===== src/rtl/rv32i_types.sv =====
// rv32i_types: shared core types -- register index width and the EX-stage forward select encoding.
// Ports: none (package).
package rv32i_types;
    localparam int REG_IDX_W = 5;
    // 2'b11 is never driven
    typedef enum logic [1:0] {
        from_idex  = 2'b00,
        from_exmem = 2'b01,
        from_memwb = 2'b10
    } forward_e;
endpackage


===== src/rtl/rv32i_packet.sv =====
// rv32i_packet: shadow pipeline slot, hazard FSM state and the slot/register match helper.
// Ports: none (package).
package rv32i_packet;
    import rv32i_types::*;
    typedef struct packed {
        logic                 valid;
        logic [REG_IDX_W-1:0] rd;
        logic                 regwrite;
        logic                 is_load;
    } slot_t;
    typedef enum logic {RUN, LU_STALL} hz_state_e;
    // x0 never matches, so it is never forwarded and never stalls
    function automatic logic slot_match(slot_t s, logic [REG_IDX_W-1:0] r);
        return s.valid && s.regwrite && s.rd == r && r != '0;
    endfunction
endpackage


===== src/rtl/fwd_select.sv =====
// fwd_select: pure comparator choosing the forward source for one ALU/store operand.
// Ports: used_i (operand is register-sourced), rs_i (source index), ex_slot_i/mem_slot_i
//        (in-flight producers), fw_o (forward select, EX-stage match has priority).
module fwd_select
    import rv32i_types::*;
    import rv32i_packet::*;
(
    input  logic                 used_i,
    input  logic [REG_IDX_W-1:0] rs_i,
    input  slot_t                ex_slot_i,
    input  slot_t                mem_slot_i,
    output forward_e             fw_o
);
    logic unused_load;
    assign unused_load = ex_slot_i.is_load ^ mem_slot_i.is_load;
    always_comb fw_o = !used_i                       ? from_idex  :
                       slot_match(ex_slot_i, rs_i)   ? from_exmem :
                       slot_match(mem_slot_i, rs_i)  ? from_memwb : from_idex;
endmodule


===== src/rtl/hazard_fwd_unit.sv =====
// hazard_fwd_unit: load-use hazard detection and registered EX forward selects for the 5-stage rv32i core.
// Ports: clk, rst (async, active-high); id_* decode info of the instruction in ID; mem_stall freezes
//        the pipeline; flush kills the ID instruction; alumux1_fw/alumux2_fw/rs2_fw registered forward
//        selects valid in EX; stall_if_id/bubble_idex combinational load-use response;
//        lu_stall_cnt/fwd_cnt performance counters present only when HAZARD_PERF_CNT_EN is defined.
module hazard_fwd_unit
    import rv32i_types::*;
    import rv32i_packet::*;
(
    input  logic                 clk,
    input  logic                 rst,
    input  logic                 id_valid,
    input  logic [REG_IDX_W-1:0] id_rs1,
    input  logic [REG_IDX_W-1:0] id_rs2,
    input  logic                 id_op1_is_rs1,
    input  logic                 id_op2_is_rs2,
    input  logic                 id_uses_rs2,
    input  logic [REG_IDX_W-1:0] id_rd,
    input  logic                 id_regwrite,
    input  logic                 id_is_load,
    input  logic                 mem_stall,
    input  logic                 flush,
    output logic [1:0]           alumux1_fw,
    output logic [1:0]           alumux2_fw,
    output logic [1:0]           rs2_fw,
    output logic                 stall_if_id,
    output logic                 bubble_idex
`ifdef HAZARD_PERF_CNT_EN
    ,
    output logic [31:0]          lu_stall_cnt,
    output logic [31:0]          fwd_cnt
`endif
);
    slot_t     ex_slot_q, ex_slot_d, mem_slot_q;
    hz_state_e state_q, state_d;
    forward_e  fw1_q, fw2_q, fw3_q, fw1_d, fw2_d, fw3_d;
    forward_e  fw1_sel, fw2_sel, fw3_sel;
    logic      hazard, lu_stall, issue, advance;

    fwd_select u_fw1 (.used_i(id_op1_is_rs1), .rs_i(id_rs1), .ex_slot_i(ex_slot_q), .mem_slot_i(mem_slot_q), .fw_o(fw1_sel));
    fwd_select u_fw2 (.used_i(id_op2_is_rs2), .rs_i(id_rs2), .ex_slot_i(ex_slot_q), .mem_slot_i(mem_slot_q), .fw_o(fw2_sel));
    fwd_select u_fw3 (.used_i(id_uses_rs2),   .rs_i(id_rs2), .ex_slot_i(ex_slot_q), .mem_slot_i(mem_slot_q), .fw_o(fw3_sel));

    // A load in EX cannot forward its data yet; any used source matching it must wait one cycle.
    assign hazard   = id_valid && ex_slot_q.is_load &&
                      ((id_op1_is_rs1 && slot_match(ex_slot_q, id_rs1)) ||
                       ((id_op2_is_rs2 || id_uses_rs2) && slot_match(ex_slot_q, id_rs2)));
    assign lu_stall = hazard && !flush;
    assign issue    = id_valid && !lu_stall && !flush;
    assign advance  = !mem_stall;

    assign stall_if_id = lu_stall;
    assign bubble_idex = lu_stall;
    assign alumux1_fw  = fw1_q;
    assign alumux2_fw  = fw2_q;
    assign rs2_fw      = fw3_q;

    // A bubble entering EX reads nothing, so its selects are all from_idex.
    always_comb begin
        ex_slot_d = issue ? slot_t'{valid: 1'b1, rd: id_rd, regwrite: id_regwrite, is_load: id_is_load} : slot_t'('0);
        fw1_d     = issue ? fw1_sel : from_idex;
        fw2_d     = issue ? fw2_sel : from_idex;
        fw3_d     = issue ? fw3_sel : from_idex;
    end

    // LU_STALL marks the cycle where the load sits in MEM and the held consumer retries.
    always_comb begin
        state_d = state_q;
        if (advance)
            state_d = (state_q == RUN && lu_stall) ? LU_STALL : RUN;
    end

    always_ff @(posedge clk or posedge rst) begin
        if (rst) begin
            ex_slot_q  <= '0;
            mem_slot_q <= '0;
            state_q    <= RUN;
            fw1_q      <= from_idex;
            fw2_q      <= from_idex;
            fw3_q      <= from_idex;
        end else if (advance) begin
            mem_slot_q <= ex_slot_q;
            ex_slot_q  <= ex_slot_d;
            state_q    <= state_d;
            fw1_q      <= fw1_d;
            fw2_q      <= fw2_d;
            fw3_q      <= fw3_d;
        end
    end

`ifdef HAZARD_PERF_CNT_EN
    logic [31:0] lu_cnt_q, fwd_cnt_q;
    logic        any_fwd;
    assign any_fwd      = fw1_d != from_idex || fw2_d != from_idex || fw3_d != from_idex;
    assign lu_stall_cnt = lu_cnt_q;
    assign fwd_cnt      = fwd_cnt_q;
    always_ff @(posedge clk or posedge rst) begin
        if (rst) begin
            lu_cnt_q  <= '0;
            fwd_cnt_q <= '0;
        end else if (advance) begin
            lu_cnt_q  <= lu_cnt_q + {31'd0, lu_stall};
            fwd_cnt_q <= fwd_cnt_q + {31'd0, any_fwd};
        end
    end
`endif
endmodule


===== config.mk =====
export PLATFORM = sky130hd
export DESIGN_NAME = hazard_fwd_unit
export DESIGN_NICKNAME = d
export VERILOG_FILES = /design/src/rtl/rv32i_types.sv /design/src/rtl/rv32i_packet.sv /design/src/rtl/fwd_select.sv /design/src/rtl/hazard_fwd_unit.sv
export SDC_FILE = /design/constraint.sdc
export NUM_CORES = 1
export LEC_CHECK = 0
export CAP_MARGIN = 40
export CORE_UTILIZATION = 40
export CTS_CLUSTER_DIAMETER = 100
export DETAILED_ROUTE_END_ITERATION = 7
export DONT_BUFFER_PORTS = 1
export GPL_TIMING_DRIVEN = 0
export PLACE_DENSITY = 0.65
export SLEW_MARGIN = 5
export SYNTH_ARGS = -nofsm -noshare
export SYNTH_HDL_FRONTEND = slang
export SYNTH_SLANG_ARGS = --single-unit
export TNS_END_PERCENT = 50

===== constraint.sdc =====
create_clock -name clk -period 1.4 [get_ports clk]
set_input_delay 0.14 -clock clk [delete_from_list [all_inputs] [get_ports clk]]
set_output_delay 0.14 -clock clk [all_outputs]
set_load 0.005 [all_outputs]

==> key figures, run 1 <==
Logic synthesis
  – Netlist cell types: 27
  – Synth top area share: 0.4482
  – Synthesized area: 1172 um2
  – Syn_nets: 139
  – Avg Inst Size Synth: 10.28 um2
  – Register bit total from synthesis: 21
  – Synth area leader: dfrtp_1
  – Sequential element share of the synthesized area: 0.4482
  – Count of yosys warnings during synthesis: 0
  – Top cells by area, synth: dfrtp_1, xor2_1, mux2_2, o31ai_1, xnor2_1
  – Cells after synthesis: 114

Timing
  – Final Hold Fails: 0
  – Final Max Slew Viols: 0
  – Max-slew headroom: 0.4662
  – Final worst path period need: 1.966 ns
  – Maximum clock rate: 0.5087 GHz
  – Tcrit/Tclk final: 1.404
  – PnR worst setup slack: -0.5657 ns
  – Worst-margin pin slew: 0.7999 ns
  – RSZ-0062 raised after global routing: true
  – Setup-failing EPs final: 14
  – Worst Skew: 0.005203 ns

Pwr
  – Power density cells: 775.7 nW/um2
  – Static leakage: 0.7248 nW
  – Peak supply drop: 553.6 uV

Routing
  – Routed WL: 2983 um
  – Top layer in use: met4
  – Detailed Routing Iterations Pass 1: 4
  – Via count: 996
  – Met3 routed WL: 179 um
  – Initial DRC count: 25
  – Drt drc: 0
  – WL met1: 1187 um
  – Met2 Wirelength: 1534 um
  – Antenna Violating Nets Remaining: 0
  – Via density: 5.724
  – WL/cell: 17.14 um

Cells and area
  – Post-layout util: 0.5540
  – Area added between synthesis and finish: 30.31%
  – Most common cell after layout, fill and taps aside: dfrtp_1
  – Layout cells sized above 1: 0.2517
  – Fill cells: 230
  – ANT cells: 0
  – Nets: 169
  – Commonest non-fill, non-tap cells in the layout: dfrtp_1, nand2_1, xor2_1, inv_1
  – Post-Layout Cell Count: 174

GRT
  – Global-route wire length before repair: 4678 um
  – Pin count of the biggest net entering global routing: 22
  – Antenna violations before repair: 0
  – Vias in the first global route: 1027
  – Gr usage total: 0.1911
  – Grt total ovfl: 0

Setup path
  – Critical Path RT: 1.26 ns
  – Worst EP arrival: 1.83 ns
  – Slowest CP cell: dfrtp_2
  – CP top delay family: simple AND/OR/NAND/NOR gates
  – CP peak stage delay: 0.43 ns
  – CP bufs+invs: 2
  – Crit Path Class: register to primary output
  – Endpoint type of the worst setup path: primary output
  – Critical path fanouts, max: 2
  – Most common cell on crit path: buf_4
  – CP cell instances: buf_4 -> xnor2_1 -> nand4_1 -> nor4_2 -> a41o_1 -> buf_4
  – Startpoint Class: register

Clock tree
  – Clk sinks: 21
  – CTS root buf: clkbuf_4
  – CTS tree: done
  – Worst-skew pair later-pin latency: 0.30 ns
  – H-tree depth: 1
  – Num CTS Buffers: 3
  – Clock transition time at the flip-flop clock pins of the worst setup and hold paths: 0.12 ns
  – Clk buf depth: 2

Placed design
  – Routability Congestion: 0.8485
  – Placed insts: 145
  – Detailed Place HPWL: 1993 um
  – PortBufs: 0

Floorplan
  – DIE WIDTH: 56.14 um
  – Area of the core: 2758 um2
  – Initial core utilization: 0.4251
  – Io pins: 33
  – FP Rows: 19
  – Die Y: 56.14 um
  – Die area: 3152 um2

Job
  – Max Cap Violations: 0

Hold path
  – Worst hold-check path type: primary input to register

Outcome
  – Status: complete, but fails checks
  – Failing checks: setup timing
## Yosys cell counts
cell and n:
nand2_1 13, a211o_1 2, o31ai_1 10, a21bo_2 1
a41o_1 1, inv_1 12, nor4_1 4, o21bai_2 1
xor2_1 12, a211oi_1 1, mux2_2 7, buf_4 1
a32o_1 2, buf_1 1, a22o_1 1, dfrtp_1 21
nor2_1 3, or3b_1 1, clkbuf_1 1, xnor2_1 8
nor3_4 1, nand3b_1 1, o211ai_1 1, nand4_1 3
nor3_1 3, o21ai_0 1, o2111ai_1 1
## logic make-up after synthesis
kind of cell / Yosys count / synth area share
AOI/OAI and AO/OA: 22 / 0.1548
xor gates and xnor gates: 20 / 0.1494
buffers and inverters: 15 / 0.05122
DFF: 21 / 0.4482
muxes: 7 / 0.06724
and+or+nand+nor: 29 / 0.1291
## stage by stage
| step | TNS (ns) | instance area, um2 | hold WS [ns] | power (mW) | setup slack (ns) |
|---|---|---|---|---|---|
| 6_report | -3.095 | 1528 | 0.1755 | 1.185 | -0.5657 |
| 5_1_grt | -3.884 | 1528 | 0.2050 | 1.235 | -0.6253 |
| 4_1_cts | -1.975 | 1419 | 0.1526 | 1.155 | -0.5096 |
| 3_5_place_dp | -2.382 | 1217 | 0.2297 | 0.8218 | -0.3558 |
| 3_3_place_gp | -2.116 | 1217 | 0.2092 | 0.8156 | -0.3421 |
| 2_1_floorplan | -0.09923 | 1179 | 0.1165 | 0.7900 | -0.09923 |
## report_power, final
part | internal [mW] | switching, mW | total (mW) | leakage (nW)
Sequential | 0.636 | 0.0295 | 0.666 | 0.284
Clock | 0.111 | 0.183 | 0.294 | 0.0150
Combinational | 0.127 | 0.0987 | 0.225 | 0.426
Total | 0.874 | 0.311 | 1.19 | 0.725
## final timing paths
path | from | end | slack (ns) | cells after the start
max | ex_slot_q[3]$_DFFE_PP0N_ | stall_if_id | -0.57 | 6
min | id_rs1[0] | alumux1_fw[1]$_DFFE_PP0N_ | 0.18 | 4
max reg2reg | ex_slot_q[3]$_DFFE_PP0N_ | ex_slot_q[3]$_DFFE_PP0N_ | -0.21 | 6
min reg2reg | mem_slot_q[7]$_DFFE_PP0N_ | mem_slot_q[7]$_DFFE_PP0N_ | 0.52 | 1
max in group asynchronous | rst | ex_slot_q[3]$_DFFE_PP0N_ | 0.44 | 2
min in group asynchronous | rst | ex_slot_q[3]$_DFFE_PP0N_ | 0.42 | 2
## registers in the layout (all words and copies together) (netlist names)
name	cells
ex_slot_q	8
mem_slot_q	7
alumux1_fw	2
alumux2_fw	2
rs2_fw	2
## tightest hold or removal path, delay by kind of cell
kind | cells | cell delay [ns]
compound gates | 1 | 0.06
xor+xnor | 1 | 0.11
simple gates | 2 | 0.14
## what timing repair did
action	in CTS	in global routing
endpoints found under the hold margin	34	0
hold buffers	11	0
pin swaps	8	10
cloned	0	1
resized for setup	4	9
buffers inserted	7	7
endpoints found under the setup margin	13	16
## routing by layer
layer,GRT usage,vias to the layer above
li1,-,469
met1,0.2317,488
met2,0.3299,31
met3,0.03721,8
met4,0.08014,0
met5,0,-
## area by class of cell
class / instances / area, um2 / area share
plain buffers: 3 / 15.01 / 0.009828
clock buffers: 4 / 26.28 / 0.01720
inverters: 12 / 45.04 / 0.02948
multi-input cells: 79 / 656.9 / 0.4300
flip-flops and latches: 21 / 526.8 / 0.3448
well taps: 31 / 38.79 / 0.02539
repair buffers: 24 / 219.0 / 0.1433
(Power assumes the default switching activity.)
==> run 2: changes to the inputs <==
--- a/config.mk
+++ b/config.mk
@@ -6,12 +6,11 @@
 export NUM_CORES = 1
 export LEC_CHECK = 0
 export CAP_MARGIN = 40
-export CORE_UTILIZATION = 40
+export CORE_UTILIZATION = 50
 export CTS_CLUSTER_DIAMETER = 100
 export DETAILED_ROUTE_END_ITERATION = 7
 export DONT_BUFFER_PORTS = 1
-export GPL_TIMING_DRIVEN = 0
-export PLACE_DENSITY = 0.65
+export PLACE_DENSITY = 0.77
 export SLEW_MARGIN = 5
 export SYNTH_ARGS = -nofsm -noshare
 export SYNTH_HDL_FRONTEND = slang
==> key figures, run 2 (synthesized netlist as in run 1, its figures left out) <==
Routing
  – Routed WL: 2961 um (-0.74%)
  – Top layer in use: met4
  – Met3 routed WL: 95 um (-47%)
  – Antenna Violating Nets Remaining: 0 (unchanged)
  – Via count: 1016 (+2.0%)
  – Initial DRC count: 16 (-36%)
  – Drt drc: 0 (unchanged)
  – Detailed Routing Iterations Pass 1: 4 (unchanged)
  – WL met1: 1178 um (-0.76%)
  – Met2 Wirelength: 1574 um (+2.6%)
  – WL/cell: 16.63 um (-3.0%)
  – Via density: 5.708 (-0.28%)

GRT
  – Grt total ovfl: 0 (unchanged)
  – Pin count of the biggest net entering global routing: 22 (unchanged)
  – Gr usage total: 0.2584 (+0.06722)
  – Global-route wire length before repair: 4692 um (+0.30%)
  – Vias in the first global route: 1017 (-0.97%)
  – Antenna violations before repair: 0 (unchanged)

Placed design
  – Routability Congestion: 0.9524 (+12%)
  – Placed insts: 156 (+7.6%)
  – Area after DPL: 1326 um2 (+8.9%)
  – Setup WS pre-CTS: -0.06847 ns (+0.2873 ns)
  – Detailed Place HPWL: 2085 um (+4.6%)
  – PortBufs: 0 (unchanged)

Clock tree
  – H-tree depth: 1 (unchanged)
  – CTS root buf: clkbuf_4
  – Worst-skew pair later-pin latency: 0.32 ns (+0.02 ns)
  – CTS tree: done
  – Clk sinks: 21 (unchanged)
  – Clk buf depth: 2 (unchanged)
  – Num CTS Buffers: 3 (unchanged)
  – Clock transition time at the flip-flop clock pins of the worst setup and hold paths: 0.12 ns (about the same)

Floorplan
  – FP Rows: 17 (-2)
  – Area of the core: 2212 um2 (-20%)
  – Die area: 2542 um2 (-19%)
  – Io pins: 33 (unchanged)
  – DIE WIDTH: 50.42 um (-10%)
  – Initial core utilization: 0.5300 (+0.1048)
  – Die Y: 50.42 um (-10%)

Hold path
  – Hold path cells: 3 (-1)
  – Worst hold-check path type: primary input to register

Setup path
  – R2r setup slk: -0.30 ns (-0.09 ns)
  – R2r worst-path depth: 9 (+3)
  – Endpoint type of the worst setup path: primary output
  – Critical path fanouts, max: 3 (+1)
  – Worst EP arrival: 1.61 ns (-0.22 ns)
  – Startpoint Class: register
  – Critical Path RT: 1.26 ns (about the same)
  – Crit Path Class: register to primary output

Timing
  – RSZ-0062 raised after global routing: true
  – Setup-failing EPs final: 14 (unchanged)
  – Final Max Slew Viols: 0 (unchanged)
  – PnR worst setup slack: -0.3457 ns (+0.2200 ns)
  – Final Hold Fails: 0 (unchanged)
  – Maximum clock rate: 0.5728 GHz (+13%)
  – Max-slew headroom: 0.4807 (+0.01448)
  – Worst-margin pin slew: 0.7790 ns (-0.02084 ns)
  – Tcrit/Tclk final: 1.247 (-0.1571)
  – Final worst path period need: 1.746 ns (-0.2200 ns)
  – Worst Skew: 0.006946 ns (+0.001743 ns)

Cells and area
  – Biggest regs: ex_slot_q: 8 flops, mem_slot_q: 7 flops
  – Layout cells sized above 1: 0.3200 (+0.06825)
  – ANT cells: 0 (unchanged)
  – Largest register FFs: 8 (unchanged)
  – Final instance area: 1633 um2 (+6.9%)
  – Top reg by flops: ex_slot_q
  – Area added between synthesis and finish: 39.27%
  – Post-layout util: 0.7381 (+0.1841)
  – Post-Layout Cell Count: 178 (+2.3%)
  – Nets: 176 (+4.1%)
  – Commonest non-fill, non-tap cells in the layout: dfrtp_1, buf_4, nand2_1, inv_1, xor2_1

Pwr
  – Peak supply drop: 772.1 uV (+39%)
  – Static leakage: 0.7775 nW (+7.3%)
  – Power density cells: 736.1 nW/um2 (-5.1%)

Job
  – Max Cap Violations: 0 (unchanged)

Outcome
  – Failing checks: setup timing
  – Status: complete, but fails checks
==> run 2: cell count changes in the layout (fill, tap and decap cells not counted), moves of 4 or more <==
cell,previous run,this run
buf_4,11,20
xnor2_2,6,0
o31ai_1,10,2
xnor2_1,2,8
o31ai_2,0,4
o31ai_4,0,4
==> run 2: power breakdown <==
| group | total [mW] | internal, mW | switching [mW] |
|---|---|---|---|
| registers | 0.668 | 0.636 | 0.0314 |
| clock network | 0.308 | 0.112 | 0.196 |
| logic | 0.226 | 0.123 | 0.103 |
==> run 2: path summary, 6_finish.rpt <==
kind	startpoint	end
setup reg to reg	ex_slot_q[5]$_DFFE_PP0N_	alumux1_fw[0]$_DFFE_PP0N_
setup / recovery	ex_slot_q[3]$_DFFE_PP0N_	stall_if_id
hold / removal	id_rs1[0]	alumux1_fw[1]$_DFFE_PP0N_
min in group asynchronous	rst	mem_slot_q[4]$_DFFE_PP0N_
max in group asynchronous	rst	ex_slot_q[2]$_DFFE_PP0N_
hold reg to reg	mem_slot_q[7]$_DFFE_PP0N_	mem_slot_q[7]$_DFFE_PP0N_
==> run 2: layer usage <==
metal	track usage	vias to the layer above
met5	0	-
met4	0.1667	0
met3	0.03939	12
met2	0.4267	26
met1	0.3108	501
li1	-	477
==> run 2: worst max-delay path, cell delays in order (launching register included) <==
cell and delay, ns:
dfrtp_1 0.45, xnor2_1 0.18, nand4_1 0.20, nor3_4 0.28, a41o_1 0.19
==> run 2: layout make-up <==
| cell class | count | area, um2 |
|---|---|---|
| Multi-Input combinational cell | 78 | 691.9 |
| Timing Repair Buffer | 35 | 307.8 |
| Tap cell | 28 | 35.03 |
| Clock buffer | 4 | 26.28 |
| Fill cell | 160 | 579.3 |
| Inverter | 12 | 45.04 |
| Sequential cell | 21 | 526.8 |
==> run 2: timing repair <==
item / CTS / global route
hold buffers: 11 / 0
hold endpoints to repair: 42 / 0
gates resized for setup: 5 / 17
endpoints found under the setup margin: 14 / 23
cloned: 0 / 0
buffers inserted: 9 / 2
pin swaps: 7 / 10
==> run 2: metrics by stage <==
stage               hold WS [ns]  total power [mW]   TNS, ns
floorplan                 0.1165            0.7900  -0.09923
global placement         0.07342            0.8317   -0.3489
detailed placement       0.08040            0.8391   -0.5724
CTS                       0.1535             1.188    -2.017
global route              0.2173             1.245    -3.794
finish                    0.1915             1.202    -2.519
==> run 3: changes to the inputs <==
--- a/config.mk
+++ b/config.mk
@@ -10,7 +10,7 @@
 export CTS_CLUSTER_DIAMETER = 100
 export DETAILED_ROUTE_END_ITERATION = 7
 export DONT_BUFFER_PORTS = 1
-export PLACE_DENSITY = 0.77
+export PLACE_DENSITY = 0.74
 export SLEW_MARGIN = 5
 export SYNTH_ARGS = -nofsm -noshare
 export SYNTH_HDL_FRONTEND = slang
==> constraint.sdc (replaced) <==
create_clock -name clk -period 1.72 [get_ports clk]
set_input_delay 0.172 -clock clk [delete_from_list [all_inputs] [get_ports clk]]
set_output_delay 0.172 -clock clk [all_outputs]
set_load 0.005 [all_outputs]
==> key figures, run 3 (synthesized netlist as in run 1, its figures left out) <==
Floorplan
  – Area of the core: 2212 um2 (unchanged)
  – Initial core utilization: 0.5300 (unchanged)
  – FP Rows: 17 (unchanged)
  – Die Y: 50.42 um (unchanged)
  – DIE WIDTH: 50.42 um (unchanged)
  – Die area: 2542 um2 (unchanged)
  – Io pins: 33 (unchanged)

GRT
  – Gr usage total: 0.2420 (-0.01640)
  – Antenna violations before repair: 0 (unchanged)
  – Grt total ovfl: 0 (unchanged)
  – Vias in the first global route: 972 (-4.4%)
  – Pin count of the biggest net entering global routing: 22 (unchanged)
  – Global-route wire length before repair: 4547 um (-3.1%)

Placed design
  – Placed insts: 144 (-7.7%)
  – PortBufs: 0 (unchanged)
  – Detailed Place HPWL: 1826 um (-12%)
  – Setup WS pre-CTS: 0.1315 ns (+0.2000 ns)
  – Routability Congestion: 0.9329 (-2.0%)

Clock tree
  – CTS tree: done
  – CTS root buf: clkbuf_4
  – Clk sinks: 21 (unchanged)
  – H-tree depth: 1 (unchanged)
  – Clock transition time at the flip-flop clock pins of the worst setup and hold paths: 0.12 ns (about the same)
  – Worst-skew pair later-pin latency: 0.31 ns (about the same)
  – Clk buf depth: 2 (unchanged)
  – Num CTS Buffers: 3 (unchanged)

Routing
  – WL/cell: 15.58 um (-6.3%)
  – Drt drc: 0 (unchanged)
  – Via count: 955 (-6.0%)
  – Via density: 5.685 (-0.41%)
  – Routed WL: 2618 um (-12%)
  – Antenna Violating Nets Remaining: 0 (unchanged)
  – Initial DRC count: 11 (-5)
  – Detailed Routing Iterations Pass 1: 4 (unchanged)

Setup path
  – Slowest CP cell: dfrtp_1
  – R2r worst-path depth: 7 (-2)
  – CP bufs+invs: 0 (unchanged)
  – CP peak stage delay: 0.44 ns (about the same)
  – CP top delay family: flip-flops
  – Crit Path Class: register to primary output
  – R2r setup slk: 0.14 ns (+0.44 ns)
  – Startpoint Class: register
  – Critical path fanouts, max: 4 (+1)
  – Worst path depth: 4 (unchanged)
  – Endpoint type of the worst setup path: primary output
  – CP cell instances: xnor2_1 -> nand4_1 -> nor4_2 -> a41o_1
  – Worst EP arrival: 1.58 ns (-0.03 ns)
  – Critical Path RT: 1.55 ns (+0.29 ns)

Hold path
  – Hold path cells: 1 (-2)
  – Worst hold-check path type: primary input to register

Timing
  – Setup-failing EPs final: 2 (-12)
  – Final Hold Fails: 0 (unchanged)
  – Tcrit/Tclk final: 1.021
  – Worst Skew: 0.005531 ns (-0.001415 ns)
  – Final Max Slew Viols: 0 (unchanged)
  – RSZ-0062 raised after global routing: true
  – Maximum clock rate: 0.5693 GHz
  – Final worst path period need: 1.756 ns
  – Fin Setup TNS: -0.07276 ns (+2.446 ns)
  – PnR worst setup slack: -0.03641 ns (+0.3092 ns)
  – Max-slew headroom: 0.4710 (-0.009626)
  – Worst-margin pin slew: 0.7926 ns (+0.01357 ns)

Outcome
  – Failing checks: setup timing
  – Status: complete, but fails checks

Job
  – Max Cap Violations: 0 (unchanged)

Cells and area
  – Area added between synthesis and finish: 23.91%
  – Top reg by flops: ex_slot_q
  – ANT cells: 0 (unchanged)
  – Nets: 166 (-5.7%)
  – Largest register FFs: 8 (unchanged)
  – Most common cell after layout, fill and taps aside: dfrtp_1
  – Layout cells sized above 1: 0.2071 (-0.1129)
  – Biggest regs: ex_slot_q: 8 flops, mem_slot_q: 7 flops
  – Commonest non-fill, non-tap cells in the layout: dfrtp_1, nand2_1, xor2_1, inv_1
  – Post-layout util: 0.6567 (-0.08145)
  – Post-Layout Cell Count: 168 (-5.6%)

Pwr
  – Peak supply drop: 519.8 uV (-33%)
  – Static leakage: 0.6925 nW (-11%)
  – Design Power: 0.9278 mW (-23%)
  – Power density cells: 638.7 nW/um2 (-13%)
run 3: cell types whose count changed in the layout (fill, tap and decap cells not counted), moves of 4 or more:
cell and change:
o31ai_1 +8, buf_4 -9, o31ai_4 -4, o31ai_2 -4
run 3: layout make-up:
cell class	count	area (um2)
clock buffer	3	22.52
clock inverter	1	5.005
fill	178	759.5
inverter	12	45.04
multi-input combinational	78	593.1
sequential	21	525.5
tap	28	35.03
timing repair buffer	25	226.5
run 3: what timing repair did:
action,4_1_cts,5_1_grt
endpoints found under the setup margin,2,3
pin swaps,8,1
gates resized for setup,1,3
hold buffers,11,0
setup buffers,9,0
hold endpoints to repair,34,0
run 3: final timing paths:
check                                           from                   endpoint
setup / recovery            ex_slot_q[5]$_DFFE_PP0N_                stall_if_id
hold / removal                             mem_stall  alumux1_fw[0]$_DFFE_PP0N_
setup reg to reg            ex_slot_q[2]$_DFFE_PP0N_  alumux1_fw[0]$_DFFE_PP0N_
hold reg to reg            mem_slot_q[7]$_DFFE_PP0N_  mem_slot_q[7]$_DFFE_PP0N_
max in group asynchronous                        rst  mem_slot_q[5]$_DFFE_PP0N_
min in group asynchronous                        rst   ex_slot_q[7]$_DFFE_PP0N_
run 3: metrics by stage:
| step | hold WS [ns] | cell area [um2] |
|---|---|---|
| finish | 0.007668 | 1453 |
| CTS | 0.007389 | 1441 |
| global placement | 0.2367 | 1230 |
| global route | 0.002721 | 1453 |
| floorplan | 0.1485 | 1172 |
| detailed placement | 0.2528 | 1230 |
run 3: power by group:
| part | internal (mW) | total (mW) | switching [mW] |
|---|---|---|---|
| combinational | 0.0802 | 0.142 | 0.0618 |
| clock | 0.0868 | 0.242 | 0.155 |
| sequential | 0.518 | 0.544 | 0.0266 |
run 3: per-layer routing:
| layer | GRT usage | up-vias | share of wire | wire length [um] |
|---|---|---|---|---|
| met4 | 0.1204 | 0 | 0.024 | 63 |
| met5 | 0 | - | 0 | 0 |
| li1 | - | 458 | - | - |
| met1 | 0.3101 | 467 | 0.45 | 1166 |
| met2 | 0.3889 | 22 | 0.49 | 1282 |
| met3 | 0.04545 | 8 | 0.040 | 106 |
